## src/rtl/alarm_responder.sv

```systemverilog
// Alarm responder: ring / snooze / dismiss sequencing with buzzer and status outputs.
// Optional escalation (continuous buzzer) is enabled by defining ALARM_ESCALATE_EN.
module alarm_responder #(
  parameter int TICKS_PER_SEC   = 4,
  parameter int SNOOZE_SECONDS  = 60,
  parameter int RING_TIMEOUT    = 120,
  parameter int MAX_SNOOZE      = 3,
  parameter int BEEP_HALF_TICKS = 1
`ifdef ALARM_ESCALATE_EN
  , parameter int ESCALATE_AFTER = 10
`endif
) (
  input  logic       slow_clk,
  input  logic       reset,
  input  logic       alarm_trigger,
  input  logic       snooze_press,
  input  logic       dismiss_press,
  output logic       buzzer,
  output logic       ringing,
  output logic       snoozed,
  output logic [7:0] snooze_left,
  output logic [3:0] snoozes_used,
  output logic [1:0] state
);

  localparam int PW = (TICKS_PER_SEC > 1) ? $clog2(TICKS_PER_SEC) : 1;
  localparam int BW = (BEEP_HALF_TICKS > 1) ? $clog2(BEEP_HALF_TICKS) : 1;
  localparam logic [PW-1:0] PRESC_MAX    = PW'(TICKS_PER_SEC - 1);
  localparam logic [BW-1:0] BEEP_MAX     = BW'(BEEP_HALF_TICKS - 1);
  localparam logic [7:0]    SNOOZE_LOAD  = 8'(SNOOZE_SECONDS);
  localparam logic [7:0]    RING_LOAD    = 8'(RING_TIMEOUT);
  localparam logic [3:0]    SNOOZE_LIMIT = 4'(MAX_SNOOZE);

  typedef enum logic [1:0] {
    IDLE      = 2'b00,
    RINGING   = 2'b01,
    SNOOZED   = 2'b10,
    DISMISSED = 2'b11
  } state_t;

  state_t        state_r, state_n;
  logic [PW-1:0] presc_r, presc_n;
  logic [BW-1:0] beep_r, beep_n;
  logic [7:0]    ring_timer_r, ring_timer_n;
  logic [7:0]    snooze_left_n;
  logic [3:0]    snoozes_used_n;
  logic          buzzer_n;
  logic          trig_q, snz_q, dis_q;
  logic          trig_edge, snz_edge, dis_edge;
  logic          tick, enter_ring, enter_snz;

  assign trig_edge = alarm_trigger & ~trig_q;
  assign snz_edge  = snooze_press  & ~snz_q;
  assign dis_edge  = dismiss_press & ~dis_q;
  assign tick      = (presc_r == PRESC_MAX);
  assign state     = state_r;

`ifdef ALARM_ESCALATE_EN
  localparam logic [8:0] ESC_SECS = 9'(ESCALATE_AFTER);
  logic       cont_r, cont_n;
  logic [8:0] ring_elapsed;
  // Seconds spent in the current ring once the pending tick is counted.
  assign ring_elapsed = {1'b0, RING_LOAD} - {1'b0, ring_timer_r} + 9'd1;
`endif

  always_ff @(posedge slow_clk) begin
    if (reset) begin
      state_r      <= IDLE;
      presc_r      <= '0;
      beep_r       <= '0;
      ring_timer_r <= '0;
      snooze_left  <= '0;
      snoozes_used <= '0;
      buzzer       <= 1'b0;
      ringing      <= 1'b0;
      snoozed      <= 1'b0;
      trig_q       <= 1'b0;
      snz_q        <= 1'b0;
      dis_q        <= 1'b0;
`ifdef ALARM_ESCALATE_EN
      cont_r       <= 1'b0;
`endif
    end else begin
      state_r      <= state_n;
      presc_r      <= presc_n;
      beep_r       <= beep_n;
      ring_timer_r <= ring_timer_n;
      snooze_left  <= snooze_left_n;
      snoozes_used <= snoozes_used_n;
      buzzer       <= buzzer_n;
      ringing      <= (state_n == RINGING);
      snoozed      <= (state_n == SNOOZED);
      trig_q       <= alarm_trigger;
      snz_q        <= snooze_press;
      dis_q        <= dismiss_press;
`ifdef ALARM_ESCALATE_EN
      cont_r       <= cont_n;
`endif
    end
  end

  always_comb begin
    state_n        = state_r;
    presc_n        = tick ? '0 : presc_r + PW'(1);
    beep_n         = beep_r;
    ring_timer_n   = ring_timer_r;
    snooze_left_n  = snooze_left;
    snoozes_used_n = snoozes_used;
    buzzer_n       = 1'b0;
    enter_ring     = 1'b0;
    enter_snz      = 1'b0;

    case (state_r)
      IDLE: begin
        if (trig_edge) begin
          state_n        = RINGING;
          snoozes_used_n = '0;
          enter_ring     = 1'b1;
        end
      end
      RINGING: begin
        if (dis_edge) begin
          state_n = DISMISSED;
        end else if (snz_edge && (snoozes_used < SNOOZE_LIMIT)) begin
          state_n        = SNOOZED;
          snooze_left_n  = SNOOZE_LOAD;
          snoozes_used_n = snoozes_used + 4'd1;
          enter_snz      = 1'b1;
        end else if (tick) begin
          if (ring_timer_r == 8'd1) state_n = DISMISSED;
          else ring_timer_n = ring_timer_r - 8'd1;
        end
      end
      SNOOZED: begin
        if (dis_edge) begin
          state_n       = DISMISSED;
          snooze_left_n = '0;
        end else if (tick) begin
          if (snooze_left == 8'd1) begin
            state_n       = RINGING;
            snooze_left_n = '0;
            enter_ring    = 1'b1;
          end else begin
            snooze_left_n = snooze_left - 8'd1;
          end
        end
      end
      DISMISSED: begin
        // Wait for the comparator to release so a still-matching time cannot re-ring.
        if (!alarm_trigger) state_n = IDLE;
      end
      default: state_n = IDLE;
    endcase

    if (enter_ring) begin
      ring_timer_n = RING_LOAD;
      presc_n      = '0;
      beep_n       = '0;
      buzzer_n     = 1'b1;
    end else if (state_n == RINGING) begin
      if (beep_r == BEEP_MAX) begin
        beep_n   = '0;
        buzzer_n = ~buzzer;
      end else begin
        beep_n   = beep_r + BW'(1);
        buzzer_n = buzzer;
      end
    end

    if (enter_snz) presc_n = '0;

`ifdef ALARM_ESCALATE_EN
    cont_n = 1'b0;
    if (enter_ring)
      cont_n = (state_r == SNOOZED) && (snoozes_used_n >= 4'd2);
    else if (state_n == RINGING)
      cont_n = cont_r || (tick && (ring_elapsed >= ESC_SECS));
    if ((state_n == RINGING) && cont_n) buzzer_n = 1'b1;
`endif
  end

endmodule

```

## config.mk

```make
export PLATFORM = sky130hd
export DESIGN_NAME = alarm_responder
export DESIGN_NICKNAME = d
export VERILOG_FILES = /design/src/rtl/alarm_responder.sv
export SDC_FILE = /design/constraint.sdc
export NUM_CORES = 1
export LEC_CHECK = 0
export ABC_CLOCK_PERIOD_IN_PS = 2800
export CORE_MARGIN = 5
export CORE_UTILIZATION = 53
export CTS_CLUSTER_SIZE = 24
export DETAILED_ROUTE_END_ITERATION = 10
export PLACE_DENSITY = 0.86
export SYNTH_ARGS = -nofsm -noshare
export SYNTH_HDL_FRONTEND = slang
export SYNTH_SLANG_ARGS = --single-unit
```

## constraint.sdc

```tcl
create_clock -name slow_clk -period 2.8 [get_ports slow_clk]
set_clock_uncertainty 0.2 [all_clocks]
set_input_delay 0.42 -clock slow_clk [delete_from_list [all_inputs] [get_ports slow_clk]]
set_output_delay 0.42 -clock slow_clk [all_outputs]
set_load 0.005 [all_outputs]
```

==> metrics.md <==
| Metric | Value |
|---|---|
| Outcome | `completed` |
| RSZ-0062 raised after global routing | `false` |
| I/O pin count | `22` |
| CTS tree | `yes` |
| Crit path setup slack, layout | `328.9 ps` |
| Max Fclk | `404.7 MHz` |
| Syn Nets | `186` |
| Register area share after synthesis | `39.93%` |
| Cells after DPL | `225` |
| Synth Instances | `175` |
| # diodes | `0` |
| Routed wire length | `3.365 mm` |
| Hold Slack | `252.4 ps` |
| Initial Utilization | `55.01%` |
| Pleak | `0.6729 nW` |
| Core Util, Final | `66.27%` |
| Skew-Pair Late Insertion Delay | `340 ps` |
| Yosys cell types | `44` |
| First-pass GRT wire length | `5.782 mm` |
| Slew headroom | `59.84%` |
| PD cells | `525.6 nW/um^2` |
| Place WS | `222.1 ps` |
| HP Start | `presc_r[0]` |
| Area grow syn2layout | `20.47%` |
| Initial antenna violation count | `0` |
| HPWL Detailed | `2.482 mm` |
| Setup Fix Bufs, Post-CTS | `0` |
| Clk sinks | `30` |
| IO Port Bufs | `21` |
| Post-route ant nets | `0` |
| Vias | `1343` |
| Data required, critical path | `2850 ps` |
| Max clock buf depth | `2` |
| CP startpoint kind | `register` |
| Final instance area | `1812 sq um` |
| Min Tclk post-route | `2471 ps` |
| Slew @ Worst Pin | `596.8 ps` |
| 1st-pass router iterations | `4` |
| Final setup fails | `0` |
| Core area | `2734 sq um` |
| #FFs+latches synth | `30` |
| Die area | `4003 sq um` |
| FP Rows | `19` |
| Async set-reset flop share out of synthesis | `0%` |
| Die W | `63.27 um` |
| Hold_buf cts | `0` |
| Largest net degree at the start of global routing | `15` |
| Final Slew Violations | `0` |
| Peak VDD IR | `0.4620 mV` |
| Commonest non-fill, non-tap cell in the layout | `dfxtp_1` |
| WS Path Type | `reg -> reg` |
| Root buf cell | `clkbuf_4` |
| Via-to-Cell Ratio | `5.764` |
| Post-cts gate resize count | `0` |
| Syn Std Cell Area | `1504 sq um` |
| Area after DPL | `1752 sq um` |
| Critical path origin | `snoozes_used[0]` |
| CP Capture Type | `register` |
| Post-synth EDFFs | `0` |
| Yosys warns | `0` |
| Ys flop type | `dfxtp_1` |
| Fraction of layout cells with a size suffix above 1 | `8.911%` |
| Worst R2R Start | `snoozes_used[0]` |
| Nets | `212` |
| # H-tree levels | `2` |
| Remaining Overflow, GRT | `0` |
| Die Y | `63.27 um` |
| Most frequent cells in the layout | `dfxtp_1 (30), clkdlybuf4s50_1 (21), nor2_1 (17)` |
| Final Hold Fails | `0` |
| Worst EP arrival | `2530 ps` |
| Initial detailed-routing violation count | `47` |
| Setup TNS Final | `0 ps` |
| Avg WL per Cell | `14.44 um` |
| CTS clk-pin slew, worst paths | `90 ps` |
| Final Cycle Share | `88.25%` |
| Number of remaining DRC errors | `0` |
| Mean Syn Cell Area | `8.594 sq um` |
| Top fanout value on the critical path | `10` |
| Tot GR Track Use | `18.02%` |
| Min-Delay Path Class | `reg -> reg` |
| Fin cells | `233` |
| Number of global-route vias before repair | `1273` |
| GPL Wtd Cong | `0.8705` |
| Total power | `952.3 uW` |
| Fillers | `216` |
| CTS buffer count | `5` |
| Max Cap Viol | `0` |
## state kept, by name, indices dropped and copies added, names as in the netlist
name,count
trig_q,1
ring_timer_r,8
buzzer,1
snoozes_used,4
dis_q,1
presc_r,2
snz_q,1
snooze_left,8
state,2
snoozed,1
ringing,1
## worst paths after layout
kind                                       end  depth (start not counted)  slack (ps)
worst max-delay path            snooze_left[6]                          6         330
worst max register to register  snooze_left[6]                          6         330
worst min register to register      presc_r[0]                          1         250
worst min-delay path                presc_r[0]                          1         250
## layer usage
layer / wire [um] / up-vias / part of all wire [%] / track usage, %
li1: - / 677 / - / -
met1: 1519 / 613 / 45 / 22.54
met2: 1518 / 43 / 45 / 26.03
met3: 238 / 10 / 7.1 / 7.282
met4: 89 / 0 / 2.6 / 10.13
met5: 0 / - / 0 / 0
## worst max-delay path: stages (launching register included)
cell and delay (ps):
dfxtp_1 340, ha_1 190, or3_4 350, or4_4 540, and2_4 190, or4_1 400, a21oi_1 160
## Yosys cell counts, types with 3 or more instances
library cell,number,area [sq um]
and3_1,3,18.77
a21oi_1,12,60.06
dfxtp_1,30,600.6
xnor2_1,8,70.07
ha_1,6,75.07
nor3b_1,3,22.52
nor3_1,8,40.04
o21ai_0,14,70.07
nor2_1,17,63.81
inv_1,7,26.28
nand2_1,8,30.03
a21boi_0,3,22.52
nand2b_1,6,37.54
clkbuf_1,4,15.01
nor4_1,6,37.54
nor2b_1,7,43.79
## cells by family (layout without fill, tap and decap cells)
family | count (synthesis) | count (layout) | share of synthesized area (%)
AO/OA/AOI/OAI | 42 | 42 | 16.97
XOR/XNOR | 8 | 8 | 4.659
adder cells (fa/ha/maj) | 6 | 6 | 4.992
buffers and inverters | 13 | 40 | 3.827
flip-flops | 30 | 30 | 39.93
AND/OR/NAND/NOR | 76 | 76 | 29.62
## cell type report
cell class | count | area [sq um] | share of cell area, %
Sequential cell | 30 | 600.6 | 33.15
Multi-Input combinational cell | 132 | 845.8 | 46.69
Timing Repair Buffer | 25 | 240.2 | 13.26
Inverter | 7 | 26.28 | 1.450
Clock inverter | 1 | 5.005 | 0.2762
Tap cell | 31 | 38.79 | 2.141
Clock buffer | 7 | 55.05 | 3.039
## report_power, final
group / leakage, nW / switching [mW] / internal [mW]
Clock: 0.0353 / 0.146 / 0.121
Sequential: 0.245 / 0.0310 / 0.458
Combinational: 0.392 / 0.0949 / 0.102
(Power assumes the default switching activity.)
